File: src/rtl/gate_sweep_pkg.sv
// Shared types and helpers for the universal-gate sweep sequencer.
// Bit order of the gate bundle: NOT, AND, OR, NAND, NOR, XOR, XNOR.
package gate_sweep_pkg;

  localparam int NUM_GATES = 7;

  localparam int GATE_NOT  = 0;
  localparam int GATE_AND  = 1;
  localparam int GATE_OR   = 2;
  localparam int GATE_NAND = 3;
  localparam int GATE_NOR  = 4;
  localparam int GATE_XOR  = 5;
  localparam int GATE_XNOR = 6;

  typedef enum logic [1:0] {
    IDLE  = 2'd0,
    WAIT  = 2'd1,
    CHECK = 2'd2,
    DONE  = 2'd3
  } state_t;

  function automatic logic [NUM_GATES-1:0] golden(input logic a, input logic b);
    logic [NUM_GATES-1:0] g;
    g            = {NUM_GATES{1'b0}};
    g[GATE_NOT]  = ~a;
    g[GATE_AND]  = a & b;
    g[GATE_OR]   = a | b;
    g[GATE_NAND] = ~(a & b);
    g[GATE_NOR]  = ~(a | b);
    g[GATE_XOR]  = a ^ b;
    g[GATE_XNOR] = ~(a ^ b);
    return g;
  endfunction

  function automatic logic [2:0] popcount7(input logic [6:0] v);
    logic [2:0] c;
    c = 3'd0;
    for (int i = 0; i < 7; i++) begin
      c = c + {2'b00, v[i]};
    end
    return c;
  endfunction

endpackage

File: src/rtl/gate_sweep_ctrl.sv
// Hardware sweep of all four (A,B) combinations through a 2-input gate block,
// checking the seven outputs against golden values after a programmable settle.
module gate_sweep_ctrl #(
  parameter int SETTLE    = 1,
  parameter int NUM_GATES = 7
) (
  input  logic                 clk,
  input  logic                 rst_n,
  input  logic                 start,
  input  logic [NUM_GATES-1:0] y_in,
  output logic                 a,
  output logic                 b,
  output logic                 busy,
  output logic                 done,
  output logic                 pass,
  output logic [NUM_GATES-1:0] err_mask,
  output logic [4:0]           err_count
);

  import gate_sweep_pkg::*;

  localparam logic [3:0] SETTLE_LOAD = 4'(SETTLE - 1);

  state_t                 state_r;
  state_t                 state_nx_s;
  logic [1:0]             vec_r;
  logic [3:0]             cnt_r;
  logic                   a_r;
  logic                   b_r;
  logic                   busy_r;
  logic                   done_r;
  logic                   pass_r;
  logic [NUM_GATES-1:0]   err_mask_r;
  logic [4:0]             err_count_r;
  logic [NUM_GATES-1:0]   diff_s;
  logic [4:0]             sum_s;

  // Next-state decode and per-vector mismatch evaluation.
  always_comb begin
    state_nx_s = state_r;
    diff_s     = y_in ^ golden(a_r, b_r);
    sum_s      = err_count_r + {2'b00, popcount7(diff_s)};
    case (state_r)
      IDLE: begin
        if (start) state_nx_s = WAIT;
        else       state_nx_s = IDLE;
      end
      WAIT: begin
        if (cnt_r == 4'd0) state_nx_s = CHECK;
        else               state_nx_s = WAIT;
      end
      CHECK: begin
        if (vec_r == 2'd3) state_nx_s = DONE;
        else               state_nx_s = WAIT;
      end
      DONE:    state_nx_s = IDLE;
      default: state_nx_s = IDLE;
    endcase
  end

  // State, stimulus, settle counter and result accumulation.
  always_ff @(posedge clk or negedge rst_n) begin
    if (!rst_n) begin
      state_r     <= IDLE;
      vec_r       <= 2'd0;
      cnt_r       <= 4'd0;
      a_r         <= 1'b0;
      b_r         <= 1'b0;
      busy_r      <= 1'b0;
      done_r      <= 1'b0;
      pass_r      <= 1'b0;
      err_mask_r  <= {NUM_GATES{1'b0}};
      err_count_r <= 5'd0;
    end else begin
      state_r <= state_nx_s;
      busy_r  <= (state_nx_s == WAIT) || (state_nx_s == CHECK);
      done_r  <= (state_nx_s == DONE);
      case (state_r)
        IDLE: begin
          if (start) begin
            vec_r       <= 2'd0;
            {a_r, b_r}  <= 2'b00;
            cnt_r       <= SETTLE_LOAD;
            pass_r      <= 1'b0;
            err_mask_r  <= {NUM_GATES{1'b0}};
            err_count_r <= 5'd0;
          end
        end
        WAIT: begin
          if (cnt_r != 4'd0) cnt_r <= cnt_r - 4'd1;
        end
        CHECK: begin
          err_mask_r  <= err_mask_r | diff_s;
          err_count_r <= sum_s;
          if (vec_r != 2'd3) begin
            vec_r      <= vec_r + 2'd1;
            {a_r, b_r} <= vec_r + 2'd1;
            cnt_r      <= SETTLE_LOAD;
          end else begin
            // Decide pass on the final count so it is valid in the done cycle.
            pass_r <= (sum_s == 5'd0);
          end
        end
        DONE: begin
          vec_r <= vec_r;
        end
        default: begin
          vec_r <= 2'd0;
        end
      endcase
    end
  end

  assign a         = a_r;
  assign b         = b_r;
  assign busy      = busy_r;
  assign done      = done_r;
  assign pass      = pass_r;
  assign err_mask  = err_mask_r;
  assign err_count = err_count_r;

endmodule

File: config.mk
export PLATFORM = sky130hd
export DESIGN_NAME = gate_sweep_ctrl
export DESIGN_NICKNAME = d
export VERILOG_FILES = /design/src/rtl/gate_sweep_pkg.sv /design/src/rtl/gate_sweep_ctrl.sv
export SDC_FILE = /design/constraint.sdc
export NUM_CORES = 1
export LEC_CHECK = 0
export CAP_MARGIN = 5
export CORE_ASPECT_RATIO = 2
export CORE_MARGIN = 5
export CORE_UTILIZATION = 50
export DETAILED_ROUTE_END_ITERATION = 10
export MAX_ROUTING_LAYER = met4
export PLACE_DENSITY = 0.82
export SLEW_MARGIN = 20
export SYNTH_ARGS = -nofsm -noshare
export SYNTH_HDL_FRONTEND = slang
export SYNTH_SLANG_ARGS = --single-unit
File: constraint.sdc
create_clock -name clk -period 5.1 [get_ports clk]
set_input_delay 1.02 -clock clk [delete_from_list [all_inputs] [get_ports clk]]
set_output_delay 1.02 -clock clk [all_outputs]
set_load 0.02 [all_outputs]
==> results of run 1 <==
how the worst max path moves through the flow:
stage	start	endpoint
final	y_in[2]	err_count[4]$_DFFE_PN0P_
after detailed placement	y_in[2]	pass$_DFFE_PN0P_
after global placement	y_in[2]	err_count[4]$_DFFE_PN0P_
after floorplan	y_in[2]	err_count[4]$_DFFE_PN0P_
after global routing	y_in[2]	err_count[4]$_DFFE_PN0P_
after CTS	y_in[2]	err_count[4]$_DFFE_PN0P_
cell type report:
class / instances / area, um2
fill: 211 / 906
tap: 28 / 35.0
inverter: 13 / 48.8
clock inverter: 1 / 5.00
timing repair buffer: 26 / 255
sequential: 23 / 576
clock buffer: 3 / 41.3
multi-input combinational: 93 / 703
synthesized netlist by cell type:
| cell | count |
|---|---|
| sky130_fd_sc_hd__nor2_1 | 9 |
| sky130_fd_sc_hd__and2_1 | 1 |
| sky130_fd_sc_hd__and2b_1 | 1 |
| sky130_fd_sc_hd__o22ai_1 | 1 |
| sky130_fd_sc_hd__nor2b_2 | 1 |
| sky130_fd_sc_hd__nand2_1 | 12 |
| sky130_fd_sc_hd__buf_2 | 2 |
| sky130_fd_sc_hd__o21ai_2 | 1 |
| sky130_fd_sc_hd__dfrtp_1 | 23 |
| sky130_fd_sc_hd__o21bai_1 | 1 |
| sky130_fd_sc_hd__o21ai_0 | 5 |
| sky130_fd_sc_hd__xnor2_1 | 3 |
| sky130_fd_sc_hd__a22o_1 | 4 |
| sky130_fd_sc_hd__nand3_1 | 3 |
| sky130_fd_sc_hd__a21o_1 | 2 |
| sky130_fd_sc_hd__o41ai_2 | 1 |
| sky130_fd_sc_hd__ha_1 | 11 |
| sky130_fd_sc_hd__fa_1 | 4 |
| sky130_fd_sc_hd__a22o_2 | 1 |
| sky130_fd_sc_hd__or3b_4 | 1 |
| sky130_fd_sc_hd__a21oi_2 | 1 |
| sky130_fd_sc_hd__buf_4 | 1 |
| sky130_fd_sc_hd__xor2_1 | 7 |
| sky130_fd_sc_hd__inv_1 | 13 |
| sky130_fd_sc_hd__o21ai_1 | 1 |
| sky130_fd_sc_hd__nand4b_1 | 1 |
| sky130_fd_sc_hd__a21oi_1 | 14 |
| sky130_fd_sc_hd__mux2_2 | 1 |
| sky130_fd_sc_hd__nor3_1 | 2 |
| sky130_fd_sc_hd__mux2i_1 | 2 |
| sky130_fd_sc_hd__nand2b_1 | 2 |
sequential cells by signal, indices dropped and copies added (netlist names):
name,cells
err_mask,7
err_count,5
cnt_r,4
state_r,2
b,1
busy,1
done,1
pass,1
vec_r,1
layer usage:
| metal | global-route usage, % | wire [um] | up-vias |
|---|---|---|---|
| met5 | - | 0 | - |
| met4 | 6.55 | 34 | 0 |
| met3 | 2.81 | 132 | 4 |
| met2 | 29.5 | 1540 | 18 |
| met1 | 18.9 | 1130 | 497 |
| li1 | - | - | 502 |
metrics by stage:
step	cells	total power [mW]	worst slack [ps]
after global placement	183	1.16	542
after CTS	187	1.31	663
after detailed placement	183	1.19	428
final	187	1.29	683
after global routing	187	1.44	476
after floorplan	132	0.934	1140
power by group through the flow:
stage / registers (mW) / logic (mW) / clock network, mW
after global placement: 0.302 / 0.862 / 0
after detailed placement: 0.305 / 0.885 / 0
after floorplan: 0.348 / 0.586 / 0
final: 0.302 / 0.879 / 0.113
after global routing: 0.312 / 1.01 / 0.120
after CTS: 0.301 / 0.894 / 0.114
kinds of logic after synthesis:
family                     share of synthesized area (%)
and+or+nand+nor                                     11.8
AOI/OAI and AO/OA                                   15.4
DFF                                                 42.8
buffers and inverters                               4.93
adders and majority gates                           16.2
xor gates and xnor gates                            6.51
muxes                                               2.33
==> metrics, run 1 <==
aggregate global-route resource usage=between 10% and 20%; Root Buffer=sky130_fd_sc_hd__clkbuf_8; total count of max-transition violations in the final report=0; final weighted congestion of routability-driven global placement=a little under 0.9; leakage=just under 0.8 nW; reg-to-reg endpoint=err_count[4]$_DFFE_PN0P_; time the final worst path needs with I/O delays and setup=4420 ps; endpoint class of the critical path=flop; largest net degree at the start of global routing=24; clock latency on the worst-skew pair=260 ps; clk sink count=23; Worst Max-Slew Pin Slew=514 ps; Layout Cell Area excl Fill=1660 um2; nets@finish=185; count of pins on the block boundary=27; worst-case headroom to the max-slew limit=65.7%; antenna-violating nets left=0; maximum number of buffers from clock root to sink=2; Setup TNS Final=0 ps; Congestion Overflow GR=0; number of max-capacitance violations reported=0; dominant cell type by count on the critical path=sky130_fd_sc_hd__fa_1; internal cell power=697 uW; Sequential Power Share=23.3%; cell area after placement=1620 um2; number of antenna violations at the first check in global routing=0; H-tree depth=1; vias in the first global route=1140; Arr. time, crit path=around 4600 ps; average cell area after synthesis=10.2 um2; Row Count=26; initial cell density of the core=between 50% and 60%; Final period util=between 80 and 90%; kind of cell adding the most delay to the critical path=adder cells; highest attainable clock frequency=0.226 GHz; hold crit path type=reg2reg; Critical Path Slowest Stage Cell=sky130_fd_sc_hd__fa_1; number of vias per cell=5.46; part of the power in the clock network=between 8 and 9%; Post-DP HPWL=2.22 mm; highest ir drop seen on vdd=398 uV; unrepaired setup endpoints after global routing=no; wire length of the first global-routing pass=4.95 mm; r2r worst-path depth=14; WS Path Type=in2reg; die width=between 40 and 50 um; number of hold buffers added after cts=0; Worst Hold Endpoint=cnt_r[3]$_DFFE_PN0P_; final routed wire length divided by cell count=15.2 um; final WL=2.83 mm; Max Fanout on Critical Path=2; Sw Share=a little under half; sequential-to-total area share from yosys stat=a little over two fifths; number of port buffers=26; instance count on the critical path=13; clock slew at the register clock pins of the worst setup and hold paths=around 80 ps; number of search-and-repair iterations in the first detailed-routing pass=4; launching element type of the critical path=primary input; fin util=64.8%; total power density per cell area=a little under 800 nW/um2; final setup fails=0; final hold slack=499 ps; height of the die=83.4 um; Area growth, synth to finish=23.7%; drt drc=0; total standard cell area after synthesis=1350 um2; Iteration-0 DRC Markers=between 40 and 50; Comb power frac=67.9%; number of warnings printed during yosys synthesis=0; post-synth top area share=42.8%; flop-to-flop setup slack=between 1000 and 1500 ps; number of buffers added by the clock tree synthesis step=3; distinct cell type count of the synthesized netlist=31; fraction of layout cells with a size suffix above 1=~7.5%; worst hold start=cnt_r[3]$_DFFE_PN0P_; total of cells resized after clock tree synthesis=0; number of buffer and inverter instances along the worst setup path=3; clock tree from TritonCTS=done; total number of vias=1021; status=finished, final reports clean; Worst path max stage delay=between 500 and 600 ps; number of cells produced by synthesis=132; Die Footprint=3890 um2; floorplan core area=roughly 2600 um2; post-CTS setup buffer count=0; area leader, netlist=sky130_fd_sc_hd__dfrtp_1; highest-count cells in the layout ignoring fill and taps=sky130_fd_sc_hd__clkdlybuf4s50_1 (25), sky130_fd_sc_hd__dfrtp_1 (23), sky130_fd_sc_hd__a21oi_1 (14), sky130_fd_sc_hd__inv_1 (13), sky130_fd_sc_hd__nand2_1 (12); critical path cell sequence=clkdlybuf4s50_1 -> xor2_1 -> fa_1 -> inv_1 -> fa_1 -> fa_1 -> ha_1 -> inv_1 -> fa_1 -> nand2b_1 -> a21oi_1 -> xor2_1 -> a22o_1; source of the worst register-to-register timing path=vec_r[1]$_DFFE_PN0P_; most area-consuming cells after synthesis=sky130_fd_sc_hd__dfrtp_1 (43%), sky130_fd_sc_hd__ha_1 (10%), sky130_fd_sc_hd__fa_1 (6.0%), sky130_fd_sc_hd__a21oi_1 (5.2%), sky130_fd_sc_hd__xor2_1 (4.6%); Switching Power=597 uW; number of cells traversed by the worst hold path=1; Worst Skew=around 2.1 ps; hold violation count in the final report=0; Required @ worst endpoint=5310 ps; leading cell type in the layout, fill and taps excluded=sky130_fd_sc_hd__clkdlybuf4s50_1; net count after synthesis=approximately 160; flops & latches, synth=23; count of antenna diodes in the layout=0
(Power assumes the default switching activity.)
==> run 2, diff against run 1 <==
Settings changed: ABC_AREA set to 1, CORE_UTILIZATION 50 to 51, CTS_CLUSTER_DIAMETER set to 40, PLACE_DENSITY 0.82 to 0.79.
==> run 2 against run 1 <==
Non-clock buffer count unchanged. Power down 8.6%. Area after synthesis up 1.6%. Critical endpoint unchanged. Largest power group unchanged.
==> metrics, run 2 <==
status=finished, final reports clean; number of hold buffers added after cts=0; Die Footprint=approximately 3900 um2; vias in the first global route=1180; hold violation count in the final report=0; highest-count cells in the layout ignoring fill and taps=sky130_fd_sc_hd__nand2_1 (37), sky130_fd_sc_hd__clkdlybuf4s50_1 (25), sky130_fd_sc_hd__inv_1 (23), sky130_fd_sc_hd__dfrtp_1 (23), sky130_fd_sc_hd__a21oi_1 (17); worst hold start=pass$_DFFE_PN0P_; distinct cell type count of the synthesized netlist=22; highest ir drop seen on vdd=around 470 uV; sequential-to-total area share from yosys stat=42.1%; highest attainable clock frequency=0.238 GHz; async set-or-reset flop fraction in the synthesized netlist=100%; Worst Max-Slew Pin Slew=524 ps; count of antenna diodes in the layout=0; number of buffers added by the clock tree synthesis step=3; Final period util=82.5%; number of antenna violations at the first check in global routing=0; cell area after placement=1650 um2; WS Path Type=in2reg; top cells by count, synth=sky130_fd_sc_hd__nand2_1 (37), sky130_fd_sc_hd__dfrtp_1 (23), sky130_fd_sc_hd__inv_1 (23); number of cells produced by synthesis=159; Congestion Overflow GR=0; number of synthesized flops with an enable pin=0; clock tree from TritonCTS=done; maximum number of buffers from clock root to sink=2; area leader, netlist=sky130_fd_sc_hd__dfrtp_1; Layout Cell Area excl Fill=1690 um2; total power density per cell area=between 600 and 700 nW/um2; hold crit path type=reg2reg; average cell area after synthesis=8.59 um2; Area growth, synth to finish=23.6%; total standard cell area after synthesis=between 1000 and 1500 um2; Arr. time, crit path=4380 ps; total of cells resized after clock tree synthesis=0; total count of max-transition violations in the final report=0; clk sink count=23; Max Fanout on Critical Path=2; final routed wire length divided by cell count=14.0 um; r2r worst-path depth=16; number of port buffers=26; leading cell type in the layout, fill and taps excluded=sky130_fd_sc_hd__nand2_1; nets@finish=213; leading cell type by number of instances after synthesis=sky130_fd_sc_hd__nand2_1; critical path cell sequence=clkdlybuf4s50_1 -> xnor2_1 -> inv_1 -> fa_1 -> inv_1 -> fa_1 -> fa_1 -> ha_1 -> inv_1 -> fa_1 -> inv_1 -> nand3_1 -> nand3b_1 -> nand2_1 -> o21ai_0; H-tree depth=1; leakage=0.860 nW; Required @ worst endpoint=5280 ps; aggregate global-route resource usage=a little under a fifth; unrepaired setup endpoints after global routing=no; Setup TNS Final=0 ps; Worst Hold Endpoint=pass$_DFFE_PN0P_; Main synth FF type=sky130_fd_sc_hd__dfrtp_1; Worst Skew=2.74 ps; clock slew at the register clock pins of the worst setup and hold paths=80 ps; Root Buffer=sky130_fd_sc_hd__clkbuf_8; die width=46.6 um; flop-to-flop setup slack=1310 ps; Iteration-0 DRC Markers=16; Row Count=26; flops & latches, synth=23; number of max-capacitance violations reported=0; net count after synthesis=184; post-synth top area share=42.1%; time the final worst path needs with I/O delays and setup=4210 ps; fraction of layout cells with a size suffix above 1=5.35%; number of cells traversed by the worst hold path=2; number of warnings printed during yosys synthesis=0; clock latency on the worst-skew pair=roughly 260 ps; count of filler cells inserted in the layout=216; number of vias per cell=around 5.4; final WL=3.00 mm; source of the worst register-to-register timing path=vec_r[1]$_DFFE_PN0P_; Post-DP HPWL=between 2 and 2.5 mm; final weighted congestion of routability-driven global placement=between 0.8 and 0.9; launching element type of the critical path=primary input; initial cell density of the core=53.2%; floorplan core area=roughly 2600 um2; antenna-violating nets left=0; reg-to-reg endpoint=err_count[4]$_DFFE_PN0P_; number of search-and-repair iterations in the first detailed-routing pass=4; Worst path max stage delay=530 ps; worst-case headroom to the max-slew limit=around 65%; endpoint class of the critical path=flop; flip-flop count of the largest register, all copies and words added=7; count of pins on the block boundary=27; post-CTS setup buffer count=0; wire length of the first global-routing pass=5.21 mm; most area-consuming cells after synthesis=sky130_fd_sc_hd__dfrtp_1 (42%), sky130_fd_sc_hd__nand2_1 (10%), sky130_fd_sc_hd__ha_1 (10%), sky130_fd_sc_hd__inv_1 (6.3%), sky130_fd_sc_hd__a21oi_1 (6.2%); sequential cell area=576 um2; fin util=between 60% and 70%; total number of vias=~1200; Critical Path Slowest Stage Cell=sky130_fd_sc_hd__fa_1; final setup fails=0; largest net degree at the start of global routing=24; drt drc=0; height of the die=83.2 um; Multi-input gate area=just under 700 um2; total power after layout=between 1 and 1.5 mW
run 2: cell types whose count changed in the layout (fill, tap and decap cells not counted), moves of 4 or more:
cell / previous run / this run
sky130_fd_sc_hd__nand3_1: 3 / 7
sky130_fd_sc_hd__a22o_1: 4 / 0
sky130_fd_sc_hd__nand2_1: 12 / 37
sky130_fd_sc_hd__inv_1: 13 / 23
sky130_fd_sc_hd__xor2_1: 7 / 3
run 2: cells by family (layout without fill, tap and decap cells):
family | after synthesis | after routing | synth area share [%]
AND/OR/NAND/NOR | 60 | 60 | 19.3
buffers and inverters | 28 | 56 | 8.06
flip-flops | 23 | 23 | 42.1
XOR/XNOR | 8 | 8 | 5.13
AO/OA/AOI/OAI | 25 | 25 | 9.43
adder cells (fa/ha/maj) | 15 | 15 | 15.9
run 2: power breakdown:
group	internal, mW	switching [mW]	total (mW)	leakage (nW)
clock	0.0557	0.0562	0.112	0.0228
combinational	0.317	0.460	0.777	0.531
sequential	0.250	0.0435	0.293	0.306
run 2: worst max-delay path, delay by kind of cell:
kind            cells  cell delay, ps
fa+ha+maj           5            2040
xor+xnor            1             210
compound gates      1             160
buf+inv             5             710
simple gates        3             260
run 2: stage by stage:
step | worst slack, ps | hold slack, ps | instances
after floorplan | 1250 | 464 | 159
final | 895 | 513 | 215
after global placement | 686 | 485 | 211
after global routing | 641 | 563 | 215
after CTS | 901 | 510 | 215
after detailed placement | 643 | 486 | 211
run 2: routing by layer:
metal | vias to the layer above | track usage [%] | share of wire (%)
li1 | 562 | - | -
met1 | 555 | 21.0 | 37
met2 | 36 | 30.7 | 57
met3 | 6 | 2.38 | 4.5
met4 | 0 | 5.70 | 1.6
met5 | - | - | 0
run 2: how the worst max path moves through the flow:
stage,start,endpoint,slack (ps),cells past startpoint
6_report,y_in[2],err_count[4]$_DFFE_PN0P_,890,15
5_1_grt,y_in[2],err_count[4]$_DFFE_PN0P_,640,15
4_1_cts,y_in[2],err_count[4]$_DFFE_PN0P_,900,15
3_5_place_dp,y_in[2],err_count[4]$_DFFE_PN0P_,640,16
3_3_place_gp,y_in[2],err_count[4]$_DFFE_PN0P_,690,16
2_1_floorplan,y_in[2],pass$_DFFE_PN0P_,1250,15
run 2: cell type report:
cell class,instances,share of cell area [%]
clock buffer,4,2.67
multi-input combinational,108,40.3
sequential,23,34.1
timing repair buffer,26,15.1
tap,28,2.07
inverter,26,5.78
